### src/rtl/lc3b_types.sv
// Shared types for the 4-way cache controller: FSM state, PLRU tree bits and
// the pure tree/priority helpers used by the controller and the PLRU store.
package lc3b_types;

    localparam int unsigned NumWays = 4;
    localparam int unsigned NumSets = 8;
    localparam int unsigned SetW    = 3;
    localparam int unsigned WayW    = 2;

    typedef logic [SetW-1:0]    set_idx_t;
    typedef logic [WayW-1:0]    way_idx_t;
    typedef logic [NumWays-1:0] way_vec_t;

    typedef enum logic [1:0] {
        StIdle,
        StWriteback,
        StAllocate
    } cache_state_e;

    // bit 0 is the root, bit 1 covers ways 0/1, bit 2 covers ways 2/3
    typedef logic [2:0] plru_t;

    function automatic way_idx_t plru_victim(plru_t p);
        way_idx_t v;
        if (!p[0]) begin
            v = p[1] ? 2'd1 : 2'd0;
        end else begin
            v = p[2] ? 2'd3 : 2'd2;
        end
        return v;
    endfunction

    function automatic plru_t plru_touch(plru_t p, way_idx_t way);
        plru_t n;
        n = p;
        unique case (way)
            2'd0: begin n[0] = 1'b1; n[1] = 1'b1; end
            2'd1: begin n[0] = 1'b1; n[1] = 1'b0; end
            2'd2: begin n[0] = 1'b0; n[2] = 1'b1; end
            2'd3: begin n[0] = 1'b0; n[2] = 1'b0; end
        endcase
        return n;
    endfunction

    // Lowest-numbered set bit; callers only use the result when v is non-zero.
    function automatic way_idx_t first_set(way_vec_t v);
        way_idx_t idx;
        idx = '0;
        for (int i = int'(NumWays) - 1; i >= 0; i--) begin
            if (v[i]) idx = way_idx_t'(i);
        end
        return idx;
    endfunction

endpackage

### src/rtl/cache_control4way_if.sv
// Bundle of CPU, physical-memory and datapath signals seen by the cache controller.
interface cache_control4way_if;
    import lc3b_types::*;

    logic       mem_read;
    logic       mem_write;
    set_idx_t   set_index;
    logic       mem_resp;

    logic       pmem_read;
    logic       pmem_write;
    logic       pmem_resp;

    way_vec_t   hit;
    way_vec_t   valid_out;
    way_vec_t   dirty_out;

    way_vec_t   data_writeline;
    way_vec_t   tag_write;
    way_vec_t   valid_write;
    way_vec_t   dirty_write;
    logic       valid_in;
    logic       dirty_in;
    logic       wb_sel;
    logic [2:0] adrmux_sel;
    way_idx_t   evict_way;

    // Environment side: CPU, memory and datapath.
    modport master (
        output mem_read, mem_write, set_index, pmem_resp, hit, valid_out, dirty_out,
        input  mem_resp, pmem_read, pmem_write, data_writeline, tag_write, valid_write,
               dirty_write, valid_in, dirty_in, wb_sel, adrmux_sel, evict_way
    );

    // Controller side.
    modport slave (
        input  mem_read, mem_write, set_index, pmem_resp, hit, valid_out, dirty_out,
        output mem_resp, pmem_read, pmem_write, data_writeline, tag_write, valid_write,
               dirty_write, valid_in, dirty_in, wb_sel, adrmux_sel, evict_way
    );

endinterface

### src/rtl/cache_plru.sv
// Per-set tree pseudo-LRU store: 8 sets x 3 bits, touched only on hit strobes.
module cache_plru
    import lc3b_types::*;
(
    input  logic     clk_i,
    input  logic     rst_ni,
    input  set_idx_t set_i,
    input  logic     update_i,
    input  way_idx_t way_i,
    output way_idx_t victim_o
);

    plru_t plru_q [NumSets];

    always_ff @(posedge clk_i or negedge rst_ni) begin
        if (!rst_ni) begin
            for (int i = 0; i < int'(NumSets); i++) begin
                plru_q[i] <= '0;
            end
        end else if (update_i) begin
            plru_q[set_i] <= plru_touch(plru_q[set_i], way_i);
        end
    end

    assign victim_o = plru_victim(plru_q[set_i]);

endmodule

### src/rtl/cache_control4way.sv
// 4-way set-associative write-back cache controller: hit service, victim choice,
// writeback and refill sequencing; outputs decode combinationally from state and inputs.
module cache_control4way
    import lc3b_types::*;
(
    input  logic               clk_i,
    input  logic               rst_ni,
    cache_control4way_if.slave bus
);

    cache_state_e state_q, state_d;
    way_idx_t     victim_q, victim_d;

    logic     req;
    logic     is_hit;
    logic     plru_update;
    way_idx_t hit_way;
    way_idx_t plru_way;
    way_idx_t victim_now;
    way_vec_t victim_vec;

    // Simultaneous read and write falls through as a write via mem_write below.
    assign req        = bus.mem_read | bus.mem_write;
    assign is_hit     = |bus.hit;
    assign hit_way    = first_set(bus.hit);
    assign victim_now = (&bus.valid_out) ? plru_way : first_set(~bus.valid_out);
    assign victim_vec = way_vec_t'(1'b1) << victim_q;

    cache_plru u_plru (
        .clk_i    (clk_i),
        .rst_ni   (rst_ni),
        .set_i    (bus.set_index),
        .update_i (plru_update),
        .way_i    (hit_way),
        .victim_o (plru_way)
    );

    always_ff @(posedge clk_i or negedge rst_ni) begin
        if (!rst_ni) begin
            state_q  <= StIdle;
            victim_q <= '0;
        end else begin
            state_q  <= state_d;
            victim_q <= victim_d;
        end
    end

    always_comb begin
        state_d  = state_q;
        victim_d = victim_q;
        unique case (state_q)
            StIdle: begin
                if (req && !is_hit) begin
                    victim_d = victim_now;
                    state_d  = (bus.valid_out[victim_now] && bus.dirty_out[victim_now]) ?
                               StWriteback : StAllocate;
                end
            end
            StWriteback: begin
                if (bus.pmem_resp) state_d = StAllocate;
            end
            StAllocate: begin
                if (bus.pmem_resp) state_d = StIdle;
            end
            default: state_d = StIdle;
        endcase
    end

    // Gated by rst_ni so every strobe drops the moment reset asserts.
    always_comb begin
        bus.mem_resp       = 1'b0;
        bus.pmem_read      = 1'b0;
        bus.pmem_write     = 1'b0;
        bus.data_writeline = '0;
        bus.tag_write      = '0;
        bus.valid_write    = '0;
        bus.dirty_write    = '0;
        bus.valid_in       = 1'b0;
        bus.dirty_in       = 1'b0;
        bus.wb_sel         = 1'b0;
        bus.adrmux_sel     = 3'd0;
        bus.evict_way      = victim_now;
        plru_update        = 1'b0;
        if (rst_ni) begin
            unique case (state_q)
                StIdle: begin
                    if (req && is_hit) begin
                        bus.mem_resp = 1'b1;
                        plru_update  = 1'b1;
                        if (bus.mem_write) begin
                            bus.wb_sel         = 1'b1;
                            bus.data_writeline = way_vec_t'(1'b1) << hit_way;
                            bus.dirty_write    = way_vec_t'(1'b1) << hit_way;
                            bus.dirty_in       = 1'b1;
                        end
                    end
                end
                StWriteback: begin
                    bus.pmem_write = 1'b1;
                    bus.adrmux_sel = 3'd1 + 3'(victim_q);
                    bus.evict_way  = victim_q;
                end
                StAllocate: begin
                    bus.pmem_read = 1'b1;
                    bus.evict_way = victim_q;
                    if (bus.pmem_resp) begin
                        bus.data_writeline = victim_vec;
                        bus.tag_write      = victim_vec;
                        bus.valid_write    = victim_vec;
                        bus.dirty_write    = victim_vec;
                        bus.valid_in       = 1'b1;
                    end
                end
                default: ;
            endcase
        end
    end

endmodule

### src/flat_wrapper.sv
// flat-port wrapper written by rule: the top's interface ports become plain ports
module cache_control4way_flat import lc3b_types::*;
  (clk_i, rst_ni, bus_mem_read, bus_mem_write, bus_set_index, bus_pmem_resp, bus_hit, bus_valid_out, bus_dirty_out, bus_mem_resp, bus_pmem_read, bus_pmem_write, bus_data_writeline, bus_tag_write, bus_valid_write, bus_dirty_write, bus_valid_in, bus_dirty_in, bus_wb_sel, bus_adrmux_sel, bus_evict_way);
  cache_control4way_if bus_i ();
  input  logic clk_i;
  input  logic rst_ni;
  input wire logic [$bits(bus_i.mem_read)-1:0] bus_mem_read;
  input wire logic [$bits(bus_i.mem_write)-1:0] bus_mem_write;
  input wire logic [$bits(bus_i.set_index)-1:0] bus_set_index;
  input wire logic [$bits(bus_i.pmem_resp)-1:0] bus_pmem_resp;
  input wire logic [$bits(bus_i.hit)-1:0] bus_hit;
  input wire logic [$bits(bus_i.valid_out)-1:0] bus_valid_out;
  input wire logic [$bits(bus_i.dirty_out)-1:0] bus_dirty_out;
  output wire logic [$bits(bus_i.mem_resp)-1:0] bus_mem_resp;
  output wire logic [$bits(bus_i.pmem_read)-1:0] bus_pmem_read;
  output wire logic [$bits(bus_i.pmem_write)-1:0] bus_pmem_write;
  output wire logic [$bits(bus_i.data_writeline)-1:0] bus_data_writeline;
  output wire logic [$bits(bus_i.tag_write)-1:0] bus_tag_write;
  output wire logic [$bits(bus_i.valid_write)-1:0] bus_valid_write;
  output wire logic [$bits(bus_i.dirty_write)-1:0] bus_dirty_write;
  output wire logic [$bits(bus_i.valid_in)-1:0] bus_valid_in;
  output wire logic [$bits(bus_i.dirty_in)-1:0] bus_dirty_in;
  output wire logic [$bits(bus_i.wb_sel)-1:0] bus_wb_sel;
  output wire logic [$bits(bus_i.adrmux_sel)-1:0] bus_adrmux_sel;
  output wire logic [$bits(bus_i.evict_way)-1:0] bus_evict_way;
  assign bus_i.mem_read = bus_mem_read;
  assign bus_i.mem_write = bus_mem_write;
  assign bus_i.set_index = bus_set_index;
  assign bus_i.pmem_resp = bus_pmem_resp;
  assign bus_i.hit = bus_hit;
  assign bus_i.valid_out = bus_valid_out;
  assign bus_i.dirty_out = bus_dirty_out;
  assign bus_mem_resp = bus_i.mem_resp;
  assign bus_pmem_read = bus_i.pmem_read;
  assign bus_pmem_write = bus_i.pmem_write;
  assign bus_data_writeline = bus_i.data_writeline;
  assign bus_tag_write = bus_i.tag_write;
  assign bus_valid_write = bus_i.valid_write;
  assign bus_dirty_write = bus_i.dirty_write;
  assign bus_valid_in = bus_i.valid_in;
  assign bus_dirty_in = bus_i.dirty_in;
  assign bus_wb_sel = bus_i.wb_sel;
  assign bus_adrmux_sel = bus_i.adrmux_sel;
  assign bus_evict_way = bus_i.evict_way;
  cache_control4way u_core (.clk_i(clk_i), .rst_ni(rst_ni), .bus(bus_i));
endmodule
### config.mk
export PLATFORM = sky130hd
export DESIGN_NAME = cache_control4way_flat
export DESIGN_NICKNAME = d
export VERILOG_FILES = /design/src/rtl/lc3b_types.sv /design/src/rtl/cache_control4way_if.sv /design/src/rtl/cache_plru.sv /design/src/rtl/cache_control4way.sv /design/src/flat_wrapper.sv
export SDC_FILE = /design/constraint.sdc
export NUM_CORES = 1
export LEC_CHECK = 0
export CAP_MARGIN = 20
export CORE_MARGIN = 2
export CORE_UTILIZATION = 44
export DETAILED_ROUTE_END_ITERATION = 10
export GPL_TIMING_DRIVEN = 0
export PLACE_DENSITY_LB_ADDON = 0.2
export SLEW_MARGIN = 10
export SYNTH_ARGS = -nofsm -noshare
export SYNTH_HDL_FRONTEND = slang
export SYNTH_SLANG_ARGS = --single-unit
export TNS_END_PERCENT = 5
### constraint.sdc
create_clock -name clk_i -period 3.05 [get_ports clk_i]
set_input_delay 0.7625 -clock clk_i [delete_from_list [all_inputs] [get_ports clk_i]]
set_output_delay 0.7625 -clock clk_i [all_outputs]
set_load 0.01 [all_outputs]
==> flow_summary.json <==
{
  "ant_nets": 0,
  "die_y_um": 68.8,
  "async_flop_share": 1.00,
  "switching_share": 0.323,
  "viasPerCell": 5.46,
  "initial_core_util": 0.458,
  "worstReg2RegEnd": "u_core.u_plru.plru_q[17]",
  "period_minus_slack_ns": 3.19,
  "grt_pass1_vias": 1489,
  "worstPathRequired_ns": 2.29,
  "clock_skew_ns": 0.0137,
  "grt_max_degree": 31,
  "grtUsageTotal": 0.209,
  "final_cell_mix": "clkdlybuf4s50_1 (29), dfrtp_1 (28), buf_4 (21), mux2_2 (20), nand2_1 (11)",
  "avgSynthCellArea_um2": 10.7,
  "synth_cells": 173,
  "yosysWarnings": 0,
  "reg2reg_from": "u_core.state_q[0]",
  "synth_nets": 200,
  "worstMarginPinSlew_ns": 0.636,
  "fp-row-count": 23,
  "clk_path_buf_depth": 2,
  "cap_viol_max_count": 0,
  "ff2ff_path_depth": 6,
  "power_frac_clock": 0.173,
  "synth_top_area_share": 0.380,
  "rsz0062_at_grt": "true",
  "worstPathArrival_ns": 2.43,
  "maxSlewHeadroom": 0.575,
  "synth_top_cell_by_area": "dfrtp_1",
  "synth_seq_cells": 28,
  "crit_type": "in2out",
  "p_per_area_mw_per_mm2": 675,
  "r2r_setup_slack_ns": 0.63,
  "holdCritPathClass": "in2async",
  "cts_buffers": 3,
  "critPathCaptureType": "output port",
  "cts_root_buffer": "clkbuf_8",
  "seq_area_um2": 701,
  "setup_viol": 2,
  "clock_latency_ns": 0.29,
  "ys_types": 42,
  "hold_violations": 0,
  "synth-edff-count": 0,
  "synth.area.top_cells": "dfrtp_1 (38%), mux2_2 (13%), mux4_2 (4.9%)",
  "grt_overflow": 0,
  "die_area_mm2": 0.00473,
  "leakage_nw": 1.16,
  "violations": "negative setup slack",
  "outcome": "complete, but fails checks",
  "drive_above_1_share": 0.316,
  "cp_max_fo": 5,
  "ctsHtreeMaxLevel": 1,
  "comb_power_share": 0.453,
  "critPathLaunchType": "input pin",
  "clk_pin_slew_ns": 0.11,
  "io_buffer_count": 44,
  "internal_power_mw": 1.17,
  "cts_tree": "yes",
  "antenna_found_initial": 0,
  "clock.fmax_mhz": 314,
  "drt_wl_total_um": 4660,
  "synthesis.area_mm2": 0.00185,
  "seq_area_frac_synth": 0.380,
  "ys.flop_type": "dfrtp_1",
  "dp_hpwl_um": 3470,
  "finalSetupTns_ns": -0.186,
  "gp_congestion": 0.858,
  "clock-sinks": 28,
  "final_common_cell": "clkdlybuf4s50_1",
  "drcViolationCount": 0,
  "drt_pass1_iterations": 4,
  "final_cells": 281,
  "seqPwrFrac": 0.374,
  "vias": 1533,
  "final_nets": 259,
  "grt_pass1_wl_um": 7150,
  "core_mm2": 0.00403,
  "drt-initial-drc-count": 45,
  "drv_slew": 0,
  "dp.cells": 267,
  "wl_per_cell_um": 16.6,
  "insertedDiodeCount": 0,
  "fin_crit_sh": 1.05,
  "ir_worst_vdd_mv": 0.434,
  "nFillCells": 349,
  "setup_ws_ns": -0.139,
  "holdWs_ns": 0.306,
  "power.switching_mw": 0.560,
  "power_mw": 1.73,
  "io_pins": 47,
  "synthToLayoutAreaGrowth_pct": 39.1,
  "multiInputGateArea_mm2": 0.00107,
  "die_w_um": 68.8
}
-- state kept, by name, summed over array words and instances (netlist names) --
signal	flops
u_core.victim_q	2
u_core.state_q	2
u_core.u_plru.plru_q	24
-- critical path, cell delays in order --
cell	delay [ns]
buf_12	0.09
mux4_2	0.53
mux2i_4	0.21
nor2b_4	0.17
o211ai_1	0.10
and3_1	0.18
mux2_4	0.26
buf_6	0.12
-- cell families (layout without fill, tap and decap cells) --
group	count (synthesis)	after routing	share of synthesized area
multiplexers	36	36	0.247
adder cells (fa/ha/maj)	7	7	0.0475
buffers and inverters	21	79	0.0671
flip-flops	28	28	0.380
AND/OR/NAND/NOR	57	57	0.167
AO/OA/AOI/OAI	24	24	0.0922
-- metal layers --
metal | up-vias | track usage | part of all wire
li1 | 730 | - | -
met5 | - | 0 | 0
met1 | 754 | 0.224 | 0.38
met3 | 7 | 0.0325 | 0.048
met2 | 42 | 0.400 | 0.55
met4 | 0 | 0.0882 | 0.017
-- metrics by stage --
step / setup slack, ns / utilization / instance area [µm²]
5_1_grt: -0.202 / 0.637 / 2570
4_1_cts: -0.174 / 0.627 / 2520
3_5_place_dp: -1.12 / 0.587 / 2370
6_report: -0.139 / 0.637 / 2570
3_3_place_gp: -1.24 / 0.589 / 2370
2_1_floorplan: 0.00657 / - / 1870
-- power groups by stage --
stage / logic [mW] / clock network, mW / registers [mW]
5_1_grt: 0.854 / 0.321 / 0.669
2_1_floorplan: 0.506 / 0 / 0.620
6_report: 0.784 / 0.300 / 0.648
4_1_cts: 0.764 / 0.303 / 0.645
3_5_place_dp: 0.723 / 0 / 0.654
3_3_place_gp: 0.699 / 0 / 0.637
-- synthesized netlist by cell type, types with 5 or more instances --
| cell | number |
|---|---|
| and2_1 | 8 |
| buf_4 | 9 |
| dfrtp_1 | 28 |
| ha_1 | 7 |
| inv_1 | 6 |
| mux2_2 | 22 |
| mux2i_1 | 5 |
| nand2_1 | 12 |
| nand3_1 | 5 |
| nor2_1 | 9 |
| o21ai_0 | 5 |
-- worst max-delay path by stage --
stage / from / to / slack [ns] / cells after the start
floorplan: bus_set_index[1] / bus_evict_way[0] / 0.007 / 7
global placement: rst_ni / bus_valid_write[2] / -1.24 / 6
detailed placement: bus_set_index[2] / bus_evict_way[0] / -1.12 / 9
CTS: bus_set_index[0] / bus_evict_way[0] / -0.17 / 8
global route: bus_set_index[1] / bus_evict_way[0] / -0.20 / 8
finish: bus_set_index[0] / bus_evict_way[0] / -0.14 / 8
-- repair_timing --
item                                    4_1_cts  5_1_grt
endpoints found under the setup margin       27       18
cloned                                        0        0
gates resized for setup                      33       13
pin swaps                                     3        2
setup buffers                                 8        2
hold buffers                                  0        0
-- area by class of cell --
class / count / share of cell area
buffer: 15 / 0.0517
clock buffer: 3 / 0.0161
clock inverter: 1 / 0.0117
inverter: 6 / 0.00878
multi-input combinational: 124 / 0.418
sequential: 28 / 0.273
tap: 50 / 0.0244
timing repair buffer: 54 / 0.196
Power figures use the tool's default switching activity.
